===== config.mk =====
export PLATFORM = sky130hd
export DESIGN_NAME = muldiv_ctrl_flat
export DESIGN_NICKNAME = d
export VERILOG_FILES = /design/src/rtl/muldiv_ctrl_pkg.sv /design/src/rtl/muldiv_ctrl_if.sv /design/src/rtl/MD_in.sv /design/src/rtl/muldiv_iter.sv /design/src/rtl/muldiv_ctrl.sv /design/src/flat_wrapper.sv
export SDC_FILE = /design/constraint.sdc
export NUM_CORES = 1
export LEC_CHECK = 0
export BUFFER_PORTS_ARGS = -buffer_cell sky130_fd_sc_hd__buf_2
export CORE_MARGIN = 2
export CORE_UTILIZATION = 30
export CTS_CLUSTER_DIAMETER = 200
export DETAILED_ROUTE_END_ITERATION = 8
export RECOVER_POWER = 50
export SYNTH_ARGS = -nofsm -noshare
export SYNTH_HDL_FRONTEND = slang
export SYNTH_SLANG_ARGS = --single-unit

===== constraint.sdc =====
create_clock -name clk_i -period 6.4 [get_ports clk_i]
set_input_delay 0.64 -clock clk_i [delete_from_list [all_inputs] [get_ports clk_i]]
set_output_delay 0.64 -clock clk_i [all_outputs]
set_load 0.05 [all_outputs]

===== src/rtl/muldiv_ctrl_pkg.sv =====
// Shared definitions for the RV32M multiply/divide sequencer.
//   XLEN     : operand/result width (RV32 only)
//   CNT_W    : width of the iteration counter
//   state_t  : sequencer states
//   OP_*     : md_op encodings, bit 2 selects the divider
//   neg_if   : conditional two's-complement negate used by sign fix-up
package muldiv_ctrl_pkg;
  localparam int XLEN  = 32;
  localparam int CNT_W = $clog2(XLEN);

  typedef enum logic [1:0] {ST_IDLE = 2'd0, ST_CALC, ST_FIX, ST_DONE} state_t;

  localparam logic [2:0] OP_MUL    = 3'b000;
  localparam logic [2:0] OP_MULH   = 3'b001;
  localparam logic [2:0] OP_MULHSU = 3'b010;
  localparam logic [2:0] OP_MULHU  = 3'b011;
  localparam logic [2:0] OP_DIV    = 3'b100;
  localparam logic [2:0] OP_DIVU   = 3'b101;
  localparam logic [2:0] OP_REM    = 3'b110;
  localparam logic [2:0] OP_REMU   = 3'b111;

  function automatic logic [2*XLEN-1:0] neg_if(input logic [2*XLEN-1:0] v, input logic n);
    return n ? -v : v;
  endfunction
endpackage


===== src/rtl/muldiv_ctrl_if.sv =====
// Execute-stage <-> mul/div unit handshake bundle.
//   start_i/md_op_i/rs1_i/rs2_i/kill_i : request side (driven by master)
//   busy_o/done_o/result_o             : response side (driven by slave)
interface muldiv_ctrl_if #(parameter int DATA_WIDTH = 32);
  logic                  start_i;
  logic [2:0]            md_op_i;
  logic [DATA_WIDTH-1:0] rs1_i;
  logic [DATA_WIDTH-1:0] rs2_i;
  logic                  kill_i;
  logic                  busy_o;
  logic                  done_o;
  logic [DATA_WIDTH-1:0] result_o;

  modport master (output start_i, md_op_i, rs1_i, rs2_i, kill_i,
                  input  busy_o, done_o, result_o);
  modport slave  (input  start_i, md_op_i, rs1_i, rs2_i, kill_i,
                  output busy_o, done_o, result_o);
endinterface


===== src/rtl/MD_in.sv =====
// Operand conditioning for the mul/div datapath.
//   op_i                 : {word_op(tied 0 on RV32), md_op[2:0]}
//   rs1_i, rs2_i         : raw operands
//   X_o, Y_o             : magnitudes for signed operands, raw value otherwise
//   d_exception_o        : divide-by-zero or most-negative/-1 pattern seen (op-agnostic;
//                          the sequencer decides whether it applies)
//   d_exception_result_o : architectural result for the flagged case
module MD_in import muldiv_ctrl_pkg::*; #(
  parameter int DATA_WIDTH = XLEN
) (
  input  logic [3:0]            op_i,
  input  logic [DATA_WIDTH-1:0] rs1_i,
  input  logic [DATA_WIDTH-1:0] rs2_i,
  output logic [DATA_WIDTH-1:0] X_o,
  output logic [DATA_WIDTH-1:0] Y_o,
  output logic                  d_exception_o,
  output logic [DATA_WIDTH-1:0] d_exception_result_o
);
  localparam int W = DATA_WIDTH;

  logic x_signed, y_signed, div_zero, div_ovf, unused_op3;

  assign unused_op3 = op_i[3];

  always_comb begin
    x_signed = 1'b0;
    y_signed = 1'b0;
    unique case (op_i[2:0])
      OP_MUL, OP_MULH, OP_DIV, OP_REM: begin x_signed = 1'b1; y_signed = 1'b1; end
      OP_MULHSU:                       x_signed = 1'b1;
      default:                         ;
    endcase
  end

  assign X_o = (x_signed && rs1_i[W-1]) ? -rs1_i : rs1_i;
  assign Y_o = (y_signed && rs2_i[W-1]) ? -rs2_i : rs2_i;

  assign div_zero      = ~|rs2_i;
  assign div_ovf       = (rs1_i == {1'b1, {(W-1){1'b0}}}) && (&rs2_i);
  assign d_exception_o = div_zero | div_ovf;

  // op_i[1] distinguishes REM* from DIV*
  always_comb begin
    if (div_zero) d_exception_result_o = op_i[1] ? rs1_i : '1;
    else          d_exception_result_o = op_i[1] ? '0    : rs1_i;
  end
endmodule


===== src/rtl/muldiv_iter.sv =====
// Shared 2W+1-bit accumulator for shift-add multiply / restoring divide.
//   load_i/init_i : seed the accumulator
//   step_i        : advance one bit (div_i selects divide step)
//   opnd_i        : multiplicand (mul) or divisor (div)
//   acc_o         : mul -> product in [2W-1:0]; div -> remainder [2W-1:W], quotient [W-1:0]
module muldiv_iter #(
  parameter int W = 32
) (
  input  logic         clk_i,
  input  logic         reset_i,
  input  logic         load_i,
  input  logic         step_i,
  input  logic         div_i,
  input  logic [2*W:0] init_i,
  input  logic [W-1:0] opnd_i,
  output logic [2*W:0] acc_o
);
  logic [2*W:0] acc_q, acc_n, sh;
  logic [W:0]   hi;

  always_comb begin
    acc_n = acc_q;
    sh    = '0;
    hi    = '0;
    if (div_i) begin
      sh = acc_q << 1;
      if (sh[2*W:W] >= {1'b0, opnd_i}) begin
        sh[2*W:W] = sh[2*W:W] - {1'b0, opnd_i};
        sh[0]     = 1'b1;
      end
      acc_n = sh;
    end else begin
      // hi never overflows: its MSB is 0 after each right shift
      hi = acc_q[2*W:W];
      if (acc_q[0]) hi = hi + {1'b0, opnd_i};
      acc_n = {hi, acc_q[W-1:0]} >> 1;
    end
  end

  always_ff @(posedge clk_i or negedge reset_i) begin
    if (!reset_i)    acc_q <= '0;
    else if (load_i) acc_q <= init_i;
    else if (step_i) acc_q <= acc_n;
  end

  assign acc_o = acc_q;
endmodule


===== src/rtl/muldiv_ctrl.sv =====
// RV32M multiply/divide sequencer: IDLE -> CALC(32) -> FIX -> DONE, or IDLE -> DONE
// for divide-by-zero / signed overflow.
//   clk_i   : clock
//   reset_i : async active-low reset
//   bus     : muldiv_ctrl_if slave (start/op/operands/kill in, busy/done/result out)
module muldiv_ctrl import muldiv_ctrl_pkg::*; #(
  parameter int DATA_WIDTH = XLEN
) (
  input logic          clk_i,
  input logic          reset_i,
  muldiv_ctrl_if.slave bus
);
  localparam int W = DATA_WIDTH;

  state_t           state;
  logic [2:0]       op_q;
  logic [W-1:0]     x_q, y_q, x_c, y_c, exc_res, result_q;
  logic             xs_q, ys_q, busy_q, done_q, md_exc, exc, accept;
  logic [CNT_W-1:0] cnt;
  logic [2*W:0]     acc;
  logic [2*W-1:0]   src, fixed;
  logic             neg, unused_acc_msb;
  logic [W-1:0]     fix_val;

  MD_in #(.DATA_WIDTH(W)) u_md_in (
    .op_i                 ({1'b0, bus.md_op_i}),
    .rs1_i                (bus.rs1_i),
    .rs2_i                (bus.rs2_i),
    .X_o                  (x_c),
    .Y_o                  (y_c),
    .d_exception_o        (md_exc),
    .d_exception_result_o (exc_res)
  );

  // Only divides take the exception path; overflow only matters for the signed ones.
  assign exc    = bus.md_op_i[2] & md_exc & (~bus.md_op_i[0] | ~|bus.rs2_i);
  assign accept = (state == ST_IDLE) & bus.start_i & ~bus.kill_i;

  muldiv_iter #(.W(W)) u_iter (
    .clk_i   (clk_i),
    .reset_i (reset_i),
    .load_i  (accept & ~exc),
    .step_i  (state == ST_CALC),
    .div_i   (op_q[2]),
    .init_i  (bus.md_op_i[2] ? {{(W+1){1'b0}}, x_c} : {{(W+1){1'b0}}, y_c}),
    .opnd_i  (op_q[2] ? y_q : x_q),
    .acc_o   (acc)
  );

  assign unused_acc_msb = acc[2*W];

  // Sign fix-up on the unsigned magnitude result
  always_comb begin
    unique case (op_q)
      OP_MUL, OP_MULH, OP_DIV: neg = xs_q ^ ys_q;
      OP_MULHSU, OP_REM:       neg = xs_q;
      default:                 neg = 1'b0;
    endcase
    if (!op_q[2])     src = acc[2*W-1:0];
    else if (op_q[1]) src = {{W{1'b0}}, acc[2*W-1:W]};
    else              src = {{W{1'b0}}, acc[W-1:0]};
    fixed   = neg_if(src, neg);
    fix_val = (!op_q[2] && op_q[1:0] != 2'b00) ? fixed[2*W-1:W] : fixed[W-1:0];
  end

  always_ff @(posedge clk_i or negedge reset_i) begin
    if (!reset_i) begin
      state    <= ST_IDLE;
      op_q     <= '0;
      x_q      <= '0;
      y_q      <= '0;
      xs_q     <= 1'b0;
      ys_q     <= 1'b0;
      cnt      <= '0;
      busy_q   <= 1'b0;
      done_q   <= 1'b0;
      result_q <= '0;
    end else if (bus.kill_i) begin
      state  <= ST_IDLE;
      busy_q <= 1'b0;
      done_q <= 1'b0;
    end else begin
      unique case (state)
        ST_IDLE: begin
          done_q <= 1'b0;
          if (bus.start_i) begin
            op_q   <= bus.md_op_i;
            x_q    <= x_c;
            y_q    <= y_c;
            xs_q   <= bus.rs1_i[W-1];
            ys_q   <= bus.rs2_i[W-1];
            cnt    <= '0;
            busy_q <= 1'b1;
            if (exc) begin
              result_q <= exc_res;
              done_q   <= 1'b1;
              state    <= ST_DONE;
            end else begin
              state <= ST_CALC;
            end
          end
        end
        ST_CALC: begin
          cnt <= cnt + 1'b1;
          if (cnt == CNT_W'(W-1)) state <= ST_FIX;
        end
        ST_FIX: begin
          result_q <= fix_val;
          done_q   <= 1'b1;
          state    <= ST_DONE;
        end
        ST_DONE: begin
          done_q <= 1'b0;
          busy_q <= 1'b0;
          state  <= ST_IDLE;
        end
        default: state <= ST_IDLE;
      endcase
    end
  end

  assign bus.busy_o   = busy_q;
  assign bus.done_o   = done_q;
  assign bus.result_o = result_q;
endmodule

===== src/flat_wrapper.sv =====
// flat-port wrapper written by rule: the top's interface ports become plain ports
module muldiv_ctrl_flat import muldiv_ctrl_pkg::*;
#(
  parameter int DATA_WIDTH = XLEN
)
  (clk_i, reset_i, bus_start_i, bus_md_op_i, bus_rs1_i, bus_rs2_i, bus_kill_i, bus_busy_o, bus_done_o, bus_result_o);
  muldiv_ctrl_if #(.DATA_WIDTH(DATA_WIDTH)) bus_i ();
  input logic clk_i;
  input logic reset_i;
  input wire logic [$bits(bus_i.start_i)-1:0] bus_start_i;
  input wire logic [$bits(bus_i.md_op_i)-1:0] bus_md_op_i;
  input wire logic [$bits(bus_i.rs1_i)-1:0] bus_rs1_i;
  input wire logic [$bits(bus_i.rs2_i)-1:0] bus_rs2_i;
  input wire logic [$bits(bus_i.kill_i)-1:0] bus_kill_i;
  output wire logic [$bits(bus_i.busy_o)-1:0] bus_busy_o;
  output wire logic [$bits(bus_i.done_o)-1:0] bus_done_o;
  output wire logic [$bits(bus_i.result_o)-1:0] bus_result_o;
  assign bus_i.start_i = bus_start_i;
  assign bus_i.md_op_i = bus_md_op_i;
  assign bus_i.rs1_i = bus_rs1_i;
  assign bus_i.rs2_i = bus_rs2_i;
  assign bus_i.kill_i = bus_kill_i;
  assign bus_busy_o = bus_i.busy_o;
  assign bus_done_o = bus_i.done_o;
  assign bus_result_o = bus_i.result_o;
  muldiv_ctrl #(.DATA_WIDTH(DATA_WIDTH)) u_core (.clk_i(clk_i), .reset_i(reset_i), .bus(bus_i));
endmodule

==> impl_metrics.env <==
export IMPL_drv_cap=2
export IMPL_n_fill_cell=6183
export IMPL_dp_cells=3090
export IMPL_netlist_area_mm2=0.01758
export IMPL_cp_arrival_ns=5.38
export IMPL_via_per_inst=5.873
export IMPL_clock_sinks=175
export IMPL_violations="max-capacitance violations, max-slew violations"
export IMPL_synth_xor_area_frac=0.08071
export IMPL_cts_tree="built"
export IMPL_syn_inst=2367
export IMPL_path_cells="buf_4 > mux2i_1 > inv_1 > ha_1 > a2111oi_0 > o2111ai_1 > nand3_1 > nand3_1 > a21oi_1 > mux2i_1 > nand2_1 > nand3_1 > a32o_1"
export IMPL_finalMaxSlewViolations=102
export IMPL_gp_congestion=0.9858
export IMPL_worst_r2r_endpoint="u_core.u_iter.acc_o[60]"
export IMPL_synth_adder_area_share=0.05893
export IMPL_vias=18340
export IMPL_layout_drive_gt1_share=0.08188
export IMPL_crit_type="flop to flop"
export IMPL_clk_latency_ns=0.48
export IMPL_post_cts_setup_buffers=0
export IMPL_timing_rr_start="u_core.op_q[2]"
export IMPL_muxShareOfSynthArea=0.06896
export IMPL_area_growth_pct=9.487
export IMPL_hold_end="u_core.xs_q"
export IMPL_outcome="finished with violations"
export IMPL_cts_hold_buffers_added=0
export IMPL_finalCritPeriodShare=0.7855
export IMPL_async_flop_share=1.000
export IMPL_cp_end_kind="flop"
export IMPL_synth_simple_area_share=0.2189
export IMPL_ys_flop_type="dfrtp_1"
export IMPL_reg2reg_slack_ns=1.37
export IMPL_finalHoldViolations=0
export IMPL_portBuffers=104
export IMPL_cp_top_family="compound AO/OA/AOI/OAI gates"
export IMPL_place_ws_ns=1.595
export IMPL_final_antenna_net_count=0
export IMPL_wl_per_cell_um=22.98
export IMPL_avgSynthCellArea_um2=7.427
export IMPL_cp_max_fo=54
export IMPL_numCtsBuffers=17
export IMPL_cp_slowest_stage_delay_ns=0.79
export IMPL_hp_class="input pin to flop"
export IMPL_root_buffer="clkbuf_16"
export IMPL_slew_headroom=-1.915
export IMPL_skew_ns=0.01480
export IMPL_ctsResizeCount=0
export IMPL_synth_distinct_cells=93
export IMPL_grt_start_max_net_pins=107
export IMPL_holdCritStartpoint="bus_rs1_i[31]"
export IMPL_worstMarginPinSlew_ns=4.373
export IMPL_leakagePower_nw=8.241
export IMPL_cp_required_ns=6.76
export IMPL_start_kind="flop"
export IMPL_num_io_pins=105
export IMPL_overflow=0
export IMPL_setup_viol=0
export IMPL_rsz0062_at_grt="false"
export IMPL_fin_worst_hold_slack_ns=0.4493
export IMPL_grt_pass1_wl_um=108000
export IMPL_fin_ws_ns=1.373
export IMPL_synth_nets=2514
export IMPL_min_path_cells=3
export IMPL_grt_pass1_vias=16940
export IMPL_instances_no_fill=3122
export IMPL_n_antenna_cell=0
export IMPL_drt_iter0_markers=2261
export IMPL_synth_top_family_by_area="compound AO/OA/AOI/OAI gates"
export IMPL_fin_tns_setup_ns=0
export IMPL_htree_levels=4
export IMPL_die_height_um=246.1
export IMPL_cellPowerDensity_mw_per_mm2=560.4
export IMPL_num_rows=88
export IMPL_cp_common_cell="nand3_1"
export IMPL_vdd_drop_max_mv=0.2651
export IMPL_dp_hpwl_um=55250
export IMPL_path_buf_inv=2
export IMPL_antenna_found_initial=2
export IMPL_synth_edf_count=0
export IMPL_cp_slowest_cell="a2111oi_0"
export IMPL_wirelength_um=71740
export IMPL_clk_pin_slew_ns=0.07
export IMPL_p_total_mw=10.79
export IMPL_reg2reg_depth=13
export IMPL_max_freq_mhz=198.9
export IMPL_start_util=0.3041
export IMPL_clockBufferDepth=2
export IMPL_yosys_warnings=0
export IMPL_fp_coreArea_mm2=0.05781
export IMPL_die_width_um=246.1
export IMPL_track_usage=0.2332
export IMPL_min_period_ns=5.027
export IMPL_drc=0
export IMPL_synth_compound_area_frac=0.2645
export IMPL_yosysSeqAreaShare=0.2491
export IMPL_ys_ff_latch=175
export IMPL_dieArea_mm2=0.06056
export IMPL_first_pass_iters=6
export IMPL_fin_nets=2491
## report_power, final
part	switching (mW)	total [mW]	internal, mW
clock	0.512	1.18	0.670
sequential	0.754	2.24	1.49
combinational	4.67	7.36	2.69
## metrics by stage
step,util,cell area (um2)
after floorplan,-,17580
after global placement,0.3224,18640
after detailed placement,0.3224,18640
after CTS,0.3335,19280
after global routing,0.3330,19250
final,0.3330,19250
## cell usage after synthesis (16+ instances only)
master    instances  share of area
nand2_1         328          0.070
nor2_1          233          0.050
a21oi_1         229          0.065
o21ai_0         183          0.052
dfrtp_1         175           0.25
clkbuf_1        140          0.030
mux2i_1         111          0.063
xnor2_1          95          0.047
inv_1            82          0.018
ha_1             74          0.053
xor2_1           67          0.033
nor3_1           46          0.013
o211ai_1         42          0.018
a31oi_1          37          0.013
a211oi_1         35          0.015
a21o_1           32          0.014
nand3_1          31         0.0088
nand4_1          28          0.010
o22ai_1          25         0.0089
buf_2            22         0.0063
nor4_1           18         0.0064
o31ai_1          17         0.0073
and3_1           16         0.0057
## sequential cells by signal, indices dropped and copies added, names as in the netlist
name                 cells
u_core.bus.done_o        1
u_core.x_q              32
u_core.op_q              3
u_core.bus.busy_o        1
u_core.ys_q              1
u_core.y_q              32
u_core.state             2
u_core.xs_q              1
u_core.cnt               5
u_core.bus.result_o     32
u_core.u_iter.acc_o     65
## layer usage
| layer | share of wire | vias up | global-route usage |
|---|---|---|---|
| li1 | - | 8476 | - |
| met1 | 0.43 | 8913 | 0.3232 |
| met2 | 0.46 | 807 | 0.3724 |
| met3 | 0.071 | 137 | 0.02789 |
| met4 | 0.034 | 4 | 0.08111 |
| met5 | 0.00043 | - | 0 |
## worst min-delay path: cells and delay by family
family	cells	cell delay [ns]
buf+inv	1	0.14
simple gates	2	0.10
## placed cells by master (no fill, tap or decap), drive strengths merged, types with 9 or more instances in the layout
| cell type | count |
|---|---|
| xnor2 | 95 |
| mux2 | 9 |
| a31oi | 37 |
| nand2 | 328 |
| or3 | 15 |
| o211ai | 43 |
| nor4 | 21 |
| a211oi | 36 |
| clkbuf | 35 |
| a211o | 12 |
| nor2 | 233 |
| a2111oi | 12 |
| a21o | 32 |
| o21ai | 191 |
| nor2b | 15 |
| a221oi | 10 |
| o22ai | 25 |
| a22o | 10 |
| inv | 87 |
| buf | 120 |
| and2 | 14 |
| ha | 74 |
| nand4 | 30 |
| a21oi | 230 |
| dfrtp | 175 |
| a21boi | 9 |
| o31ai | 18 |
| mux2i | 111 |
| xor2 | 67 |
| nand2b | 15 |
| and3 | 16 |
| o21a | 11 |
| nor3 | 47 |
| nand3 | 31 |
## cell families (layout without fill, tap and decap cells)
family,Yosys count,after routing
compound gates,744,744
xor+xnor,162,162
fa+ha+maj,83,83
buf+inv,262,252
flops,175,175
mux,120,120
simple gates,821,821
## final cells by class
class	count	area (um2)	share of cell area
well taps	765	957.2	0.04973
clock inverters	14	201.4	0.01047
multi-input cells	1930	12210	0.6344
clock buffers	18	439.2	0.02282
repair buffers	137	744.5	0.03868
flip-flops and latches	175	4384	0.2278
inverters	83	311.5	0.01619
## how the worst max path moves through the flow
stage                         startpoint                      end  slack [ns]  cells past startpoint
after detailed placement  u_core.op_q[2]  u_core.u_iter.acc_o[60]        1.60                     13
after CTS                 u_core.op_q[2]  u_core.u_iter.acc_o[60]        1.55                     13
after floorplan           u_core.op_q[2]  u_core.u_iter.acc_o[41]        1.21                     22
after global placement    u_core.op_q[2]  u_core.u_iter.acc_o[60]        1.58                     13
after global routing      u_core.op_q[2]  u_core.u_iter.acc_o[60]        1.26                     13
final                     u_core.op_q[2]  u_core.u_iter.acc_o[60]        1.37                     13
Power figures use the tool's default switching activity.
